File: config.mk
export PLATFORM = sky130hd
export DESIGN_NAME = wall_clock_alarm
export DESIGN_NICKNAME = d
export VERILOG_FILES = /design/src/rtl/clock_pkg.sv /design/src/rtl/bcd_time_check.sv /design/src/rtl/wall_clock_alarm.sv
export SDC_FILE = /design/constraint.sdc
export NUM_CORES = 1
export LEC_CHECK = 0
export CAP_MARGIN = 20
export CORE_MARGIN = 10
export CORE_UTILIZATION = 40
export CTS_BUF_LIST = sky130_fd_sc_hd__clkbuf_8
export DETAILED_ROUTE_END_ITERATION = 6
export PLACE_DENSITY_LB_ADDON = 0.15
export SLEW_MARGIN = 20
export SYNTH_ARGS = -nofsm -noshare
export SYNTH_HDL_FRONTEND = slang
export SYNTH_SLANG_ARGS = --single-unit
File: constraint.sdc
create_clock -name clk -period 5.8 [get_ports clk]
set_input_delay 0.58 -clock clk [delete_from_list [all_inputs] [get_ports clk]]
set_output_delay 0.58 -clock clk [all_outputs]
set_load 0.1 [all_outputs]
File: src/rtl/clock_pkg.sv
// Shared types and BCD constants for the 12-hour wall clock and its alarm stage.
package clock_pkg;

  typedef enum logic [1:0] {
    IDLE   = 2'd0,
    RING   = 2'd1,
    SNOOZE = 2'd2
  } alarm_state_e;

  localparam logic [7:0] HH_RESET     = 8'h12;
  localparam logic [7:0] MAX_MIN      = 8'h59;
  localparam logic [7:0] MAX_HH       = 8'h12;
  localparam logic [7:0] MIN_HH       = 8'h01;
  localparam int         SECS_PER_MIN = 60;

endpackage

File: src/rtl/bcd_time_check.sv
// Combinational 12-hour BCD hour (01..12) and minute (00..59) validity check.
// Zero latency, no flow control; usable by any stage that loads a time value.
module bcd_time_check (
  input  logic [7:0] hh,
  input  logic [7:0] mm,
  output logic       hh_ok,
  output logic       mm_ok
);
  import clock_pkg::*;

  // Range compare alone would let hex digits such as 8'h0A through.
  assign hh_ok = (hh >= MIN_HH) && (hh <= MAX_HH) && (hh[3:0] <= 4'd9);
  assign mm_ok = (mm <= MAX_MIN) && (mm[3:0] <= 4'd9);

endmodule

File: src/rtl/wall_clock_alarm.sv
// Alarm stage behind the 12-hour BCD wall clock: ring rises one cycle after the match cycle; no backpressure.
// Snooze/timeout timed in ena ticks; optional WALL_CLOCK_ALARM_SNOOZE_LIMIT_EN caps snoozes at three.
module wall_clock_alarm #(
  parameter int RING_SECS  = 60,
  parameter int SNOOZE_MIN = 9
) (
  input  logic       clk,
  input  logic       reset,
  input  logic       ena,
  input  logic [7:0] hh,
  input  logic [7:0] mm,
  input  logic [7:0] ss,
  input  logic       pm,
  input  logic       arm,
  input  logic       set_alarm,
  input  logic [7:0] set_hh,
  input  logic [7:0] set_mm,
  input  logic       set_pm,
  input  logic       snooze,
  input  logic       stop,
  output logic [7:0] al_hh,
  output logic [7:0] al_mm,
  output logic       al_pm,
  output logic       ring,
  output logic       snoozing,
  output logic       set_err
);
  import clock_pkg::*;

  localparam int RW = $clog2(RING_SECS + 1);
  localparam int SW = $clog2(SNOOZE_MIN * SECS_PER_MIN + 1);
  localparam logic [RW-1:0] RING_TERM = RW'(RING_SECS);
  localparam logic [SW-1:0] SNZ_TERM  = SW'(SNOOZE_MIN * SECS_PER_MIN);

  alarm_state_e  state_q, state_d;
  logic [RW-1:0] ring_cnt_q, ring_cnt_d, ring_inc;
  logic [SW-1:0] snz_cnt_q, snz_cnt_d, snz_inc;
  logic [7:0]    al_hh_q, al_hh_d, al_mm_q, al_mm_d;
  logic          al_pm_q, al_pm_d;
  logic          match_q, match_d;
  logic          ring_q, ring_d, snoozing_q, snoozing_d, set_err_q, set_err_d;
  logic          hh_ok, mm_ok, set_ok, trigger, snz_ok;

`ifdef WALL_CLOCK_ALARM_SNOOZE_LIMIT_EN
  logic [1:0] snz_used_q, snz_used_d;
`endif

  bcd_time_check u_check (
    .hh    (set_hh),
    .mm    (set_mm),
    .hh_ok (hh_ok),
    .mm_ok (mm_ok)
  );

  always_comb begin
    match_d = arm && (hh == al_hh_q) && (mm == al_mm_q) && (pm == al_pm_q) && (ss == 8'h00);
    // Edge-detect so a whole matching minute yields a single trigger.
    trigger   = match_d && !match_q;
    set_ok    = set_alarm && hh_ok && mm_ok;
    set_err_d = set_alarm && !(hh_ok && mm_ok);
    ring_inc  = (ring_cnt_q == RING_TERM) ? ring_cnt_q : ring_cnt_q + RW'(1);
    snz_inc   = (snz_cnt_q == SNZ_TERM) ? snz_cnt_q : snz_cnt_q + SW'(1);
`ifdef WALL_CLOCK_ALARM_SNOOZE_LIMIT_EN
    snz_ok = (snz_used_q != 2'd3);
`else
    snz_ok = 1'b1;
`endif

    state_d    = state_q;
    ring_cnt_d = ring_cnt_q;
    snz_cnt_d  = snz_cnt_q;
    al_hh_d    = al_hh_q;
    al_mm_d    = al_mm_q;
    al_pm_d    = al_pm_q;

    if (set_ok) begin
      al_hh_d = set_hh;
      al_mm_d = set_mm;
      al_pm_d = set_pm;
      state_d = IDLE;
    end else if (!arm) begin
      state_d = IDLE;
    end else begin
      case (state_q)
        IDLE: begin
          if (trigger) begin
            state_d    = RING;
            ring_cnt_d = '0;
          end
        end
        RING: begin
          if (stop) begin
            state_d = IDLE;
          end else if (snooze && snz_ok) begin
            state_d   = SNOOZE;
            snz_cnt_d = '0;
          end else if (ena) begin
            ring_cnt_d = ring_inc;
            if (ring_inc == RING_TERM) state_d = IDLE;
          end
        end
        SNOOZE: begin
          if (stop) begin
            state_d = IDLE;
          end else if (ena) begin
            snz_cnt_d = snz_inc;
            if (snz_inc == SNZ_TERM) begin
              state_d    = RING;
              ring_cnt_d = '0;
            end
          end
        end
        default: state_d = IDLE;
      endcase
    end

`ifdef WALL_CLOCK_ALARM_SNOOZE_LIMIT_EN
    snz_used_d = snz_used_q;
    if (state_q == RING && state_d == SNOOZE) snz_used_d = snz_used_q + 2'd1;
    if (state_d == IDLE) snz_used_d = '0;
`endif

    ring_d     = (state_d == RING);
    snoozing_d = (state_d == SNOOZE);
  end

  always_ff @(posedge clk) begin
    if (reset) begin
      state_q    <= IDLE;
      ring_cnt_q <= '0;
      snz_cnt_q  <= '0;
      al_hh_q    <= HH_RESET;
      al_mm_q    <= 8'h00;
      al_pm_q    <= 1'b0;
      match_q    <= 1'b0;
      ring_q     <= 1'b0;
      snoozing_q <= 1'b0;
      set_err_q  <= 1'b0;
    end else begin
      state_q    <= state_d;
      ring_cnt_q <= ring_cnt_d;
      snz_cnt_q  <= snz_cnt_d;
      al_hh_q    <= al_hh_d;
      al_mm_q    <= al_mm_d;
      al_pm_q    <= al_pm_d;
      match_q    <= match_d;
      ring_q     <= ring_d;
      snoozing_q <= snoozing_d;
      set_err_q  <= set_err_d;
    end
  end

`ifdef WALL_CLOCK_ALARM_SNOOZE_LIMIT_EN
  always_ff @(posedge clk) begin
    if (reset) snz_used_q <= '0;
    else       snz_used_q <= snz_used_d;
  end
`endif

  assign al_hh    = al_hh_q;
  assign al_mm    = al_mm_q;
  assign al_pm    = al_pm_q;
  assign ring     = ring_q;
  assign snoozing = snoozing_q;
  assign set_err  = set_err_q;

endmodule

==> results.txt, run 1 <==
Final #Nets -> 396
cts bufs inserted -> 5
vias -> 2,307
FF-to-FF Start -> snz_cnt_q[0]
Hold Buf Count CTS -> 0
global-route wire length before repair -> 11,030 um
register-to-register setup slack -> 3.00 ns
Tcrit/Tclk final -> 51.60%
vias in the first global route -> 2,335
total track usage -> 14.67%
Post-DP Area -> 3050 um^2
share of cells above drive strength 1 -> 5.233%
CP cell instances -> clkdlybuf4s50_1 > or4_1 > or3_1 > nor4_1 > a211o_1 > o211ai_2 > o31ai_2 > o41ai_2
Slew headroom -> 32.74%
largest net degree at the start of global routing -> 34
vias per cell -> 5.546
Endpoint, Worst Hold -> al_hh[5]
die area -> 9280 um^2
max cap viols -> 0
Setup TNS -> 0 ns
min Tclk post-route -> 2.993 ns
initial antenna violation count -> 0
Slew @ Worst Pin -> 1.006 ns
Final Non-Filler Cells -> 416
Clock power frac -> 42.0%
DPL Wire Length -> 5144 um
Crit. End Element -> flip-flop
post-route ant nets -> 0
H-tree depth -> 2
Hold Startpoint -> al_hh[5]
kind of critical path -> in -> reg
RD Place Congestion -> 0.8301
CP Data Required Time -> 5.98 ns
Sw Ratio -> 22.36%
NetSw -> 0.1284 mW
Cell Area, Synth -> 2331 um^2
Power Dens Cells -> 181.2 nW/um^2
Clock Path Buffers -> 2
syn_nets -> 333
Min-Delay Path Class -> reg -> reg
Reg power frac -> 46.8%
Final Util -> 56.84%
Slew Limit Fails -> 0
total congestion overflow -> 0
Post-CTS Setup Repair Bufs -> 0
Async SR Flop Fraction -> 0%
EDFF count, synth -> 0
reg-to-reg endpoint -> ring_cnt_q[3]
Die Ht -> 96.34 um
post_cts resized -> 0
most common cell after layout, fill and taps aside -> clkdlybuf4s50_1
drt pass-1 iters -> 4
area growth from synthesis to layout -> 35.91%
post-route cell area -> 3168 um^2
P_leak -> 1.065 nW
fin worst setup slack -> 2.807 ns
Internal Power -> 0.4457 mW
Peak supply drop -> 109.7 uV
CP peak stage delay -> 0.53 ns
CTS clk-pin slew, worst paths -> 0.08 ns
Tot Pwr -> 0.5741 mW
IO Port Bufs -> 68
Iteration-0 DRC Markers -> 122
count of final hold-check violations -> 0
Mapped Cells -> 280
Core ar. -> 5574 um^2
post-synthesis sequential area ratio -> 33.49%
Routed WL -> 6526 um
DR WL met3 -> 615 um
Unique masters post-synth -> 58
WL per Instance -> 15.69 um
# diodes -> 0
I/O pin count -> 69
die width -> 96.34 um
post-synthesis register bit count -> 39
CTS tree -> built
clock root buffer -> clkbuf_8
Max Fclk -> 334.1 MHz
part of the power in combinational logic -> 11.2%
Post-Place Cells -> 408
Min Hold Slack -> 0.5125 ns
Worst-Skew Late Latency -> 0.30 ns
hold path depth -> 1
Setup crit start kind -> input port
Initial Util -> 41.82%
RSZ-0062 raised after global routing -> false
TritonCTS Sinks -> 39
Filler cells -> 532
# rows -> 27
reg2reg path depth -> 9
wire length on met2 -> 3048 um
crit path max fanout -> 7
skew final -> 0.006443 ns
most frequent cells in the layout -> clkdlybuf4s50_1, dfxtp_1, nor2_1
yosys warns -> 0
Synth Flop Type -> dfxtp_1
arrival time worst endpoint -> 3.17 ns
Residual DRC -> 0
Max Used Layer -> met4
syn avg cell area -> 8.325 um^2
status -> completed
Final setup viols -> 0
Place WS -> 2.488 ns
slowest cell on the critical path -> or4_1
routed metal-1 wire length -> 2796 um
-- how the worst max path moves through the flow --
stage                          to  slack (ns)         start
finish              ring_cnt_q[3]        2.81         ss[0]
global route        ring_cnt_q[3]        2.67         ss[0]
CTS                 ring_cnt_q[3]        2.81         ss[0]
detailed placement  ring_cnt_q[3]        2.49         ss[0]
global placement    ring_cnt_q[3]        2.54         ss[0]
floorplan           ring_cnt_q[3]        3.12  snz_cnt_q[0]
-- power by group through the flow --
stage / combinational, mW / clock (mW) / sequential (mW)
global placement: 0.0640 / 0 / 0.275
global route: 0.0691 / 0.256 / 0.269
floorplan: 0.0170 / 0 / 0.280
detailed placement: 0.0645 / 0 / 0.275
CTS: 0.0647 / 0.246 / 0.269
finish: 0.0641 / 0.241 / 0.269
-- critical path, delay by kind of cell --
kind / cells / cell delay [ns]
and+or+nand+nor: 3 / 1.40
AOI/OAI and AO/OA: 4 / 0.80
buffers and inverters: 1 / 0.39
-- routing by layer --
metal  vias to the layer above  GRT usage, %
li1                       1149             -
met1                      1071         17.21
met2                        79         23.82
met3                         8         6.459
met4                         0         4.116
met5                         -             0
-- final cells by class --
cell class                 instances  area [um^2]  area share (%)
multi-input combinational        219         1458           46.01
sequential                        39        780.7           24.64
timing repair buffer              69        688.2           21.72
tap                               72        90.09           2.844
clock buffer                       6        82.58           2.607
clock inverter                     2        35.03           1.106
inverter                           9        33.78           1.066
-- cell usage after synthesis (9+ instances only) --
cell type,n,area (um^2)
nand3_1,9,45.04
nand4_1,9,56.30
nor2_1,30,112.6
nand2_1,19,71.32
xnor2_1,17,148.9
clkbuf_1,10,37.54
dfxtp_1,39,780.8
o21ai_0,10,50.05
nor3_1,11,55.05
mux2i_1,11,110.1
a21oi_1,15,75.07
inv_1,9,33.78
-- flip-flops by register name, indices dropped and copies added, names as in the netlist --
register,cells
snz_cnt_q,10
al_hh,8
al_mm,8
ring_cnt_q,6
state_q,2
al_pm,1
match_q,1
ring,1
set_err,1
snoozing,1
-- kinds of logic after synthesis --
group,synth area share (%)
flip-flops,33.49
adder cells (fa/ha/maj),2.147
AND/OR/NAND/NOR,27.16
multiplexers,5.797
buffers and inverters,3.972
XOR/XNOR,7.515
AO/OA/AOI/OAI,19.91
Note: power is estimated with default switching activity, not from simulation.
==> run 2, diff against run 1 <==
Clock period 5.8 ns to 3 ns, I/O delays scaled along.
==> run 2 against run 1 <==
  * Sequential share of layout area is 0.068 points higher
  * Critical endpoint unchanged
  * Clock-buffer cell count increased by 1
  * Highest routed layer unchanged
  * Non-clock buffer count rose by 7
==> results.txt, run 2 (synthesis results as in run 1) <==
drt pass-1 iters -> 4
crit path max fanout -> 9
TritonCTS Sinks -> 39
IO Port Bufs -> 68
FF-to-FF Start -> snz_cnt_q[1]
min Tclk post-route -> 2.718 ns
post_cts resized -> 0
vias in the first global route -> 2,353
DPL Wire Length -> 5295 um
Slew Limit Fails -> 0
part of the power in combinational logic -> 11.9%
Tcrit/Tclk final -> 90.59%
Final #Nets -> 403
Setup TNS -> 0 ns
Residual DRC -> 0
Final setup viols -> 0
P_leak -> 1.126 nW
Peak supply drop -> 256.8 uV
clock root buffer -> clkbuf_8
initial antenna violation count -> 0
vias -> 2,297
Die Ht -> 96.34 um
hold path depth -> 1
WL per Instance -> 15.75 um
I/O pin count -> 69
max reg flops -> 10
Internal Power -> 0.8020 mW
total track usage -> 14.80%
Slew @ Worst Pin -> 0.9725 ns
Clock Path Buffers -> 2
Post-CTS Setup Repair Bufs -> 0
max cap viols -> 0
cts bufs inserted -> 5
CTS clk-pin slew, worst paths -> 0.08 ns
die width -> 96.34 um
most frequent cells in the layout -> clkdlybuf4s50_1, dfxtp_1, nor2_1
CP Data Required Time -> 3.18 ns
Slew headroom -> 34.97%
Crit. End Element -> flip-flop
area growth from synthesis to layout -> 35.53%
Iteration-0 DRC Markers -> 96
Filler cells -> 532
Core ar. -> 5574 um^2
Hold Buf Count CTS -> 0
die area -> 9280 um^2
kind of critical path -> reg -> reg
NetSw -> 0.2443 mW
share of cells above drive strength 1 -> 12.54%
vias per cell -> 5.430
Min Hold Slack -> 0.5078 ns
Routed WL -> 6662 um
CTS tree -> built
register-to-register setup slack -> 0.28 ns
# diodes -> 0
# rows -> 27
largest net degree at the start of global routing -> 15
RD Place Congestion -> 0.8742
RSZ-0062 raised after global routing -> false
Power Dens Cells -> 331.2 nW/um^2
most common cell after layout, fill and taps aside -> clkdlybuf4s50_1
Max Fclk -> 367.9 MHz
Clock power frac -> 38.4%
post-route ant nets -> 0
total congestion overflow -> 0
Initial Util -> 41.82%
largest reg by FF count -> snz_cnt_q
Setup crit start kind -> flip-flop
Worst-Skew Late Latency -> 0.30 ns
global-route wire length before repair -> 11,050 um
Min-Delay Path Class -> reg -> reg
Sw Ratio -> 23.35%
reg-to-reg endpoint -> ring_cnt_q[3]
Hold Startpoint -> al_hh[7]
status -> completed
Reg power frac -> 49.6%
skew final -> 0.003707 ns
H-tree depth -> 2
count of final hold-check violations -> 0
Endpoint, Worst Hold -> al_hh[7]
arrival time worst endpoint -> 2.90 ns
reg2reg path depth -> 9
==> run 2: worst max-delay path, cell delays in order (launching register included) <==
cell,delay [ns]
dfxtp_1,0.40
inv_1,0.09
ha_1,0.14
or4b_4,0.46
or3_1,0.44
o31a_4,0.17
nor4_4,0.28
o211ai_2,0.20
o31ai_2,0.32
o41ai_2,0.10
==> run 2: final cells by class <==
type / count / area, um^2 / area share (%)
flip-flops and latches: 39 / 780.7 / 24.71
repair buffers: 76 / 693.2 / 21.94
multi-input cells: 219 / 1458 / 46.14
clock inverters: 1 / 7.507 / 0.2376
well taps: 72 / 90.09 / 2.851
inverters: 9 / 33.78 / 1.069
clock buffers: 7 / 96.34 / 3.050
==> run 2: worst max-delay path by stage <==
stage | start | depth (start not counted) | slack (ns) | endpoint
global placement | ss[0] | 9 | 0.16 | ring_cnt_q[3]
detailed placement | ss[0] | 9 | 0.1 | ring_cnt_q[3]
CTS | snz_cnt_q[1] | 9 | 0.29 | ring_cnt_q[3]
finish | snz_cnt_q[1] | 9 | 0.28 | ring_cnt_q[3]
global route | snz_cnt_q[1] | 9 | 0.11 | ring_cnt_q[3]
floorplan | snz_cnt_q[0] | 11 | 0.32 | ring_cnt_q[3]
==> run 2: power by group through the flow <==
stage,logic [mW],clock network (mW),registers [mW]
6_report,0.125,0.402,0.519
5_1_grt,0.134,0.428,0.520
4_1_cts,0.126,0.412,0.519
3_5_place_dp,0.126,0,0.532
3_3_place_gp,0.125,0,0.532
2_1_floorplan,0.0329,0,0.542
==> run 2: through the flow <==
step	total power [mW]	util (%)	area, um^2	setup slack (ns)	std cells
after floorplan	0.5744	-	2331	0.3215	280
after global placement	0.6563	54.81	3055	0.1551	415
after detailed placement	0.6572	54.81	3055	0.09915	415
after CTS	1.057	56.68	3159	0.2888	423
after global routing	1.082	56.68	3159	0.1057	423
final	1.046	56.68	3159	0.2822	423
==> run 2: routing by layer <==
layer	wire [um]	vias to the layer above	global-route usage, %
li1	-	1168	-
met1	2939	1042	17.32
met2	3053	78	23.88
met3	566	9	5.992
met4	103	0	5.327
met5	0	-	0
